## src/rtl/pagerank_pkg.sv

```systemverilog
// Shared types and fixed-point constants for the PageRank iteration engine.
package pagerank_pkg;

    typedef enum logic [2:0] {
        S_IDLE,
        S_INIT,
        S_ISSUE,
        S_WAIT,
        S_SWAP,
        S_DONE
    } sched_state_t;

    // Uniform starting rank 2^width / n (n is a power of two).
    function automatic longint rank_init(input int width, input int n);
        return (64'd1 << width) / n;
    endfunction

    // Default geometry N=16, WIDTH=16.
    localparam logic [15:0] RANK_INIT = 16'(rank_init(16, 16));

    // Damping constants shared with the update datapath (fraction of 2^16).
    localparam logic [15:0] PR_D           = 16'h2666;
    localparam logic [15:0] PR_ONE_MINUS_D = 16'hD99A;
    localparam logic [15:0] PR_D_OVER_N    = 16'h0266;

endpackage

```

## src/rtl/pagerank_rank_buf.sv

```systemverilog
// Double-buffered rank register file: cur = bank[sel], nxt = bank[~sel].
module pagerank_rank_buf #(
    parameter int N     = 16,
    parameter int WIDTH = 16,
    parameter int IDX_W = $clog2(N)
) (
    input  logic             clk,
    input  logic             reset,
    input  logic             init,
    input  logic [WIDTH-1:0] init_val,
    input  logic             wr_en,
    input  logic [IDX_W-1:0] wr_idx,
    input  logic [WIDTH-1:0] wr_val,
    input  logic             swap,
    input  logic [IDX_W-1:0] rd_idx,
    output logic [WIDTH-1:0] rd_val,
    input  logic [IDX_W-1:0] dl_idx,
    output logic [WIDTH-1:0] dl_val
);

    logic [1:0][N-1:0][WIDTH-1:0] bank;
    logic                         sel;

    // Bank-wide init of cur, single-entry writes into nxt.
    always_ff @(posedge clk) begin
        if (reset) begin
            bank <= '0;
        end else begin
            for (int i = 0; i < N; i++) begin
                if (init)
                    bank[sel][i] <= init_val;
                if (wr_en && wr_idx == IDX_W'(i))
                    bank[~sel][i] <= wr_val;
            end
        end
    end

    // Buffer select flips at each iteration boundary.
    always_ff @(posedge clk) begin
        if (reset)
            sel <= 1'b0;
        else if (swap)
            sel <= ~sel;
    end

    assign rd_val = bank[sel][rd_idx];
    assign dl_val = bank[sel][dl_idx];

endmodule

```

## src/rtl/pagerank_iter_sched.sv

```systemverilog
// Iteration scheduler: issues one node update at a time, commits results
// into the next-iteration buffer and stops on tolerance or iteration limit.
import pagerank_pkg::*;

module pagerank_iter_sched #(
    parameter int N      = 16,
    parameter int WIDTH  = 16,
    parameter int ITER_W = 8,
    parameter int IDX_W  = $clog2(N)
) (
    input  logic              clk,
    input  logic              reset,
    input  logic              start,
    input  logic [ITER_W-1:0] max_iter,
    input  logic [WIDTH-1:0]  tol,
    output logic              req_valid,
    output logic [IDX_W-1:0]  req_node,
    input  logic              req_ready,
    input  logic              rsp_valid,
    input  logic [WIDTH-1:0]  rsp_val,
    input  logic [IDX_W-1:0]  rd_idx,
    output logic [WIDTH-1:0]  rd_val,
    output logic              busy,
    output logic              done,
    output logic              converged,
    output logic [ITER_W-1:0] iter_count
);

    localparam logic [WIDTH-1:0] INIT_VAL = WIDTH'(rank_init(WIDTH, N));

    sched_state_t      state_q, state_d;
    logic [IDX_W-1:0]  node_q;
    logic [ITER_W-1:0] iter_q;
    logic [ITER_W-1:0] max_iter_q;
    logic [WIDTH-1:0]  tol_q;
    logic [WIDTH:0]    maxd_q;
    logic              conv_q;

    logic              buf_init, buf_wr, buf_swap;
    logic [WIDTH-1:0]  cur_val;
    logic [WIDTH:0]    cur_ext, rsp_ext, delta;
    logic [ITER_W-1:0] eff_max;
    logic              last_node, conv_hit, iter_hit;

    pagerank_rank_buf #(.N(N), .WIDTH(WIDTH), .IDX_W(IDX_W)) u_buf (
        .clk      (clk),
        .reset    (reset),
        .init     (buf_init),
        .init_val (INIT_VAL),
        .wr_en    (buf_wr),
        .wr_idx   (node_q),
        .wr_val   (rsp_val),
        .swap     (buf_swap),
        .rd_idx   (rd_idx),
        .rd_val   (rd_val),
        .dl_idx   (node_q),
        .dl_val   (cur_val)
    );

    // Unsigned |new - old| one bit wider so it never wraps.
    assign cur_ext   = {1'b0, cur_val};
    assign rsp_ext   = {1'b0, rsp_val};
    assign delta     = (rsp_ext >= cur_ext) ? rsp_ext - cur_ext : cur_ext - rsp_ext;

    assign eff_max   = (max_iter_q == '0) ? ITER_W'(1) : max_iter_q;
    assign last_node = (node_q == IDX_W'(N - 1));
    assign conv_hit  = (maxd_q <= {1'b0, tol_q});
    assign iter_hit  = ((iter_q + ITER_W'(1)) == eff_max);

    // State register.
    always_ff @(posedge clk) begin
        if (reset)
            state_q <= S_IDLE;
        else
            state_q <= state_d;
    end

    // Next-state and buffer control strobes.
    always_comb begin
        state_d  = state_q;
        buf_init = 1'b0;
        buf_wr   = 1'b0;
        buf_swap = 1'b0;
        case (state_q)
            S_IDLE:  if (start) state_d = S_INIT;
            S_INIT: begin
                buf_init = 1'b1;
                state_d  = S_ISSUE;
            end
            S_ISSUE: if (req_ready) state_d = S_WAIT;
            S_WAIT: begin
                if (rsp_valid) begin
                    buf_wr  = 1'b1;
                    state_d = last_node ? S_SWAP : S_ISSUE;
                end
            end
            S_SWAP: begin
                buf_swap = 1'b1;
                state_d  = (conv_hit || iter_hit) ? S_DONE : S_ISSUE;
            end
            S_DONE:  state_d = S_IDLE;
            default: state_d = S_IDLE;
        endcase
    end

    // Run parameters, node/iteration counters and max-delta tracking.
    always_ff @(posedge clk) begin
        if (reset) begin
            node_q     <= '0;
            iter_q     <= '0;
            max_iter_q <= '0;
            tol_q      <= '0;
            maxd_q     <= '0;
            conv_q     <= 1'b0;
        end else begin
            case (state_q)
                S_IDLE: begin
                    if (start) begin
                        max_iter_q <= max_iter;
                        tol_q      <= tol;
                    end
                end
                S_INIT: begin
                    node_q <= '0;
                    iter_q <= '0;
                    maxd_q <= '0;
                    conv_q <= 1'b0;
                end
                S_WAIT: begin
                    if (rsp_valid) begin
                        if (delta > maxd_q)
                            maxd_q <= delta;
                        if (!last_node)
                            node_q <= node_q + IDX_W'(1);
                    end
                end
                S_SWAP: begin
                    iter_q <= iter_q + ITER_W'(1);
                    if (conv_hit) begin
                        conv_q <= 1'b1;
                    end else if (!iter_hit) begin
                        maxd_q <= '0;
                        node_q <= '0;
                    end
                end
                default: ;
            endcase
        end
    end

    assign req_valid  = (state_q == S_ISSUE);
    assign req_node   = node_q;
    assign busy       = (state_q == S_INIT) || (state_q == S_ISSUE) ||
                        (state_q == S_WAIT) || (state_q == S_SWAP);
    assign done       = (state_q == S_DONE);
    assign converged  = conv_q;
    assign iter_count = iter_q;

endmodule

```

## config.mk

```make
export PLATFORM = sky130hd
export DESIGN_NAME = pagerank_iter_sched
export DESIGN_NICKNAME = d
export VERILOG_FILES = /design/src/rtl/pagerank_pkg.sv /design/src/rtl/pagerank_rank_buf.sv /design/src/rtl/pagerank_iter_sched.sv
export SDC_FILE = /design/constraint.sdc
export NUM_CORES = 2
export LEC_CHECK = 0
export BUFFER_PORTS_ARGS = -buffer_cell sky130_fd_sc_hd__buf_2
export CAP_MARGIN = 20
export CORE_MARGIN = 8
export CORE_UTILIZATION = 30
export DETAILED_ROUTE_END_ITERATION = 8
export SLEW_MARGIN = 0
export SYNTH_ARGS = -nofsm -noshare
export SYNTH_HDL_FRONTEND = slang
export SYNTH_SLANG_ARGS = --single-unit
export TNS_END_PERCENT = 1
```

## constraint.sdc

```tcl
create_clock -name clk -period 7 [get_ports clk]
set_clock_uncertainty 0.2 [all_clocks]
set_input_delay 2.1 -clock clk [delete_from_list [all_inputs] [get_ports clk]]
set_output_delay 2.1 -clock clk [all_outputs]
set_load 0.03 [all_outputs]
```

==> impl_metrics.csv <==
group,metric,value,unit
die,coreArea,100000,µm²
status,status,"finished clean",
drt,detail-route-antenna-nets,0,
sta,fmax,148.3,MHz
synthesis,syn_nets,3289,
layout,fin_util,34.85,%
sta,hold_slack,0.2534,ns
layout,n_fill_cell,9969,
setup_path,worstReg2RegStart,"u_buf.sel",
drt,initialDrtViolationCount,3732,
grt,grt_pass1_vias,24160,
setup_path,crit_start,"u_buf.sel",
clock_network,htree_num_levels,2,
setup_path,worst-path-buf-inv,6,
worst_hold_path,whs_path_depth,2,
setup_path,endpoint_kind,"flip-flop",
placement,io_buffers,80,
grt,grt_first_pass_wirelength,159000,µm
synthesis,synthesis.area,30210,µm²
sta,fin_crit,6.742,ns
layout,layout_commonest_cell,"dfxtp_1",
setup_path,max_stage_delay,0.55,ns
layout,regArea,11420,µm²
sta,worst_pin_slew,1.193,ns
placement,gp_congestion,0.8999,
power,peakVddDrop,0.0002158,V
die,fp.dieW,333.3,µm
drt,drt_pass1_iterations,6,
flow_run,maxCapViolations,0,
synthesis,ys_seq_area_share,37.77,%
die,fp-row-count,116,
placement,dp_hpwl,67300,µm
drt,drc,0,
synthesis,yosys.cell_types.count,76,
clock_network,clk_path_buf_depth,3,
setup_path,cp_slowest_cell,"mux4_2",
drt,wl_per_cell,24.04,µm
layout,drive_gt1_share,22.90,%
worst_hold_path,hp-class,"flip-flop to flip-flop",
setup_path,critical_path_arrival,7.07,ns
setup_path,r2r_cells,26,
clock_network,clk_pin_slew_worst_paths,0.07,ns
synthesis,yosys_warnings,0,
setup_path,crit_type,"flip-flop to flip-flop",
clock_network,root_buffer,"clkbuf_16",
grt,grt_overflow,0,
setup_path,cp.required,7.33,ns
placement,dp_slack,-0.1442,ns
worst_hold_path,worstHoldStart,"tol_q[1]",
die,initial_core_util,30.21,%
synthesis,avgSynthCellArea,9.539,µm²
synthesis,synthCells,3167,
clock_network,clock-sinks,570,
sta,hold_viol,0,
layout,syn2layout_area_growth,15.35,%
setup_path,path_max_fanout,23,
grt,antenna_found_initial,4,
setup_path,cp-start-kind,"flip-flop",
clock_network,insertion_delay,0.65,ns
layout,multi_input_area,17370,µm²
clock_network,cts_tree,"built",
drt,drt-total-wl,107800,µm
synthesis,ys_ff_latch,570,
sta,rsz0062_at_grt,"yes",
setup_path,cp_num_cells,26,
power,leakage,11.94,nW
grt,grt_max_degree,163,
drt,num_vias,26220,
drt,viasPerCell,5.846,
synthesis,synthArstFlopShare,0,%
grt,grt_usage,18.46,%
clock_network,hold_buffers,0,
sta,relSlewSlack,20.22,%
sta,min_period_over_period,96.31,%
power,p_per_area,220.7,nW/µm²
clock_network,numCtsBuffers,60,
setup_path,path_delay_family,"compound AO/OA/AOI/OAI gates",
sta,slew_viol_final,0,
die,die_h,333.3,µm
synthesis,ys.flop_type,"dfxtp_1",
power,total_power,7.691,mW
die,die-area,111100,µm²
die,ios,81,
synthesis,synth_edf_count,0,
layout,final_nets,3256,
sta,setup_viol,0,
sta,fin_ws,0.2585,ns
layout,layout_common_cells,"566 x dfxtp_1, 398 x nand3_1, 387 x o21ai_0",
-- timing repair --
action                                  CTS  global route
endpoints found under the setup margin   16            17
pin swaps                                 0             2
setup buffers                             1             9
cloned                                    0             2
resized for setup                         3            12
-- synth_stat cells, types with 4 or more instances --
cell      number  area [µm²]
a31oi_1       26       162.7
and2_1         7       43.79
ha_1          71       888.4
inv_1         81       304.0
and3_1         7       43.79
nand2b_1       5       31.28
nor3_1        18       90.09
a21oi_1      211        1056
a21o_1         8       60.06
nand3_1      421        2107
nand3b_1       6       45.04
a22o_1         6       52.55
mux4_2       306        6892
nand2_1      305        1145
o21ai_0      387        1937
or3_1          4       25.02
nor4_1        10       62.56
a211oi_1      38       285.3
xor2_1         9       78.83
dfxtp_1      570       11410
o21a_1         5       37.54
o21ai_1        5       25.02
buf_1         41       153.9
xnor2_1       18       157.7
buf_2         81       405.4
mux2_2        20       225.2
a22o_2         8       80.08
nor2b_1       12       75.07
clkbuf_1     196       735.7
mux2i_1       18       180.2
nor2_1       178       668.1
nand4_1       21       131.4
-- sequential cells by signal, summed over array words and instances, names as in the netlist --
name        cells
max_iter_q      8
tol_q          16
maxd_q         17
state_q         3
u_buf.sel       1
converged       1
u_buf.bank    512
req_node        4
iter_count      8
-- final cells by class --
| cell class | instances | area share, % |
|---|---|---|
| Multi-Input combinational cell | 2192 | 49.84 |
| Sequential cell | 570 | 32.77 |
| Timing Repair Buffer | 227 | 5.400 |
| Clock buffer | 79 | 4.948 |
| Tap cell | 1298 | 4.661 |
| Clock inverter | 33 | 1.454 |
| Inverter | 83 | 0.8940 |
| Antenna cell | 4 | 0.02872 |
-- stage by stage --
stage	instance area, µm²	setup TNS, ns	std cells
floorplan	30210	0	3167
global placement	32300	-0.004162	4354
detailed placement	32310	-1.885	4355
CTS	34570	0	4468
global route	34840	-0.1975	4482
finish	34850	0	4486
-- path summary, 6_finish.rpt --
path	slack [ns]	end
min	0.25	tol_q[1]
min reg2reg	0.25	tol_q[1]
max reg2reg	0.26	maxd_q[15]
max	0.26	maxd_q[15]
-- worst register-to-register path: stages, from the launching register on --
cell and delay, ns:
dfxtp_4 0.46, buf_16 0.24, buf_4 0.30, mux4_2 0.55, nand2_1 0.10, a21oi_1 0.10, nor4_2 0.40, buf_4 0.24
inv_1 0.06, ha_1 0.32, a21oi_1 0.24, o21ai_1 0.15, o21ai_2 0.19, nand4_2 0.18, buf_4 0.23, a211oi_1 0.28
a21oi_1 0.11, xor2_1 0.35, ha_1 0.33, a21oi_1 0.13, o21ai_0 0.10, a221oi_1 0.37, o211a_1 0.20, buf_4 0.11
nor2_1 0.10, and4_1 0.24, a2111o_1 0.33
-- report_power, final --
| part | internal, mW | switching [mW] | total, mW |
|---|---|---|---|
| registers | 3.28 | 0.0420 | 3.32 |
| logic | 0.265 | 0.505 | 0.771 |
| clock network | 2.15 | 1.45 | 3.60 |
| total | 5.69 | 2.00 | 7.69 |
-- logic make-up after synthesis --
group | count (synthesis) | share of synthesized area [%]
flops | 570 | 37.77
mux | 344 | 24.15
simple gates | 1014 | 15.34
fa+ha+maj | 73 | 3.073
buf+inv | 405 | 5.442
xor+xnor | 27 | 0.7828
compound gates | 734 | 13.43
-- routing by layer --
metal,up-vias,track usage [%],routed length (µm)
li1,11580,-,-
met1,13000,26.73,45370
met2,1430,27.97,46670
met3,210,3.276,12340
met4,0,5.573,3467
met5,-,0,0
Power figures use the tool's default switching activity.
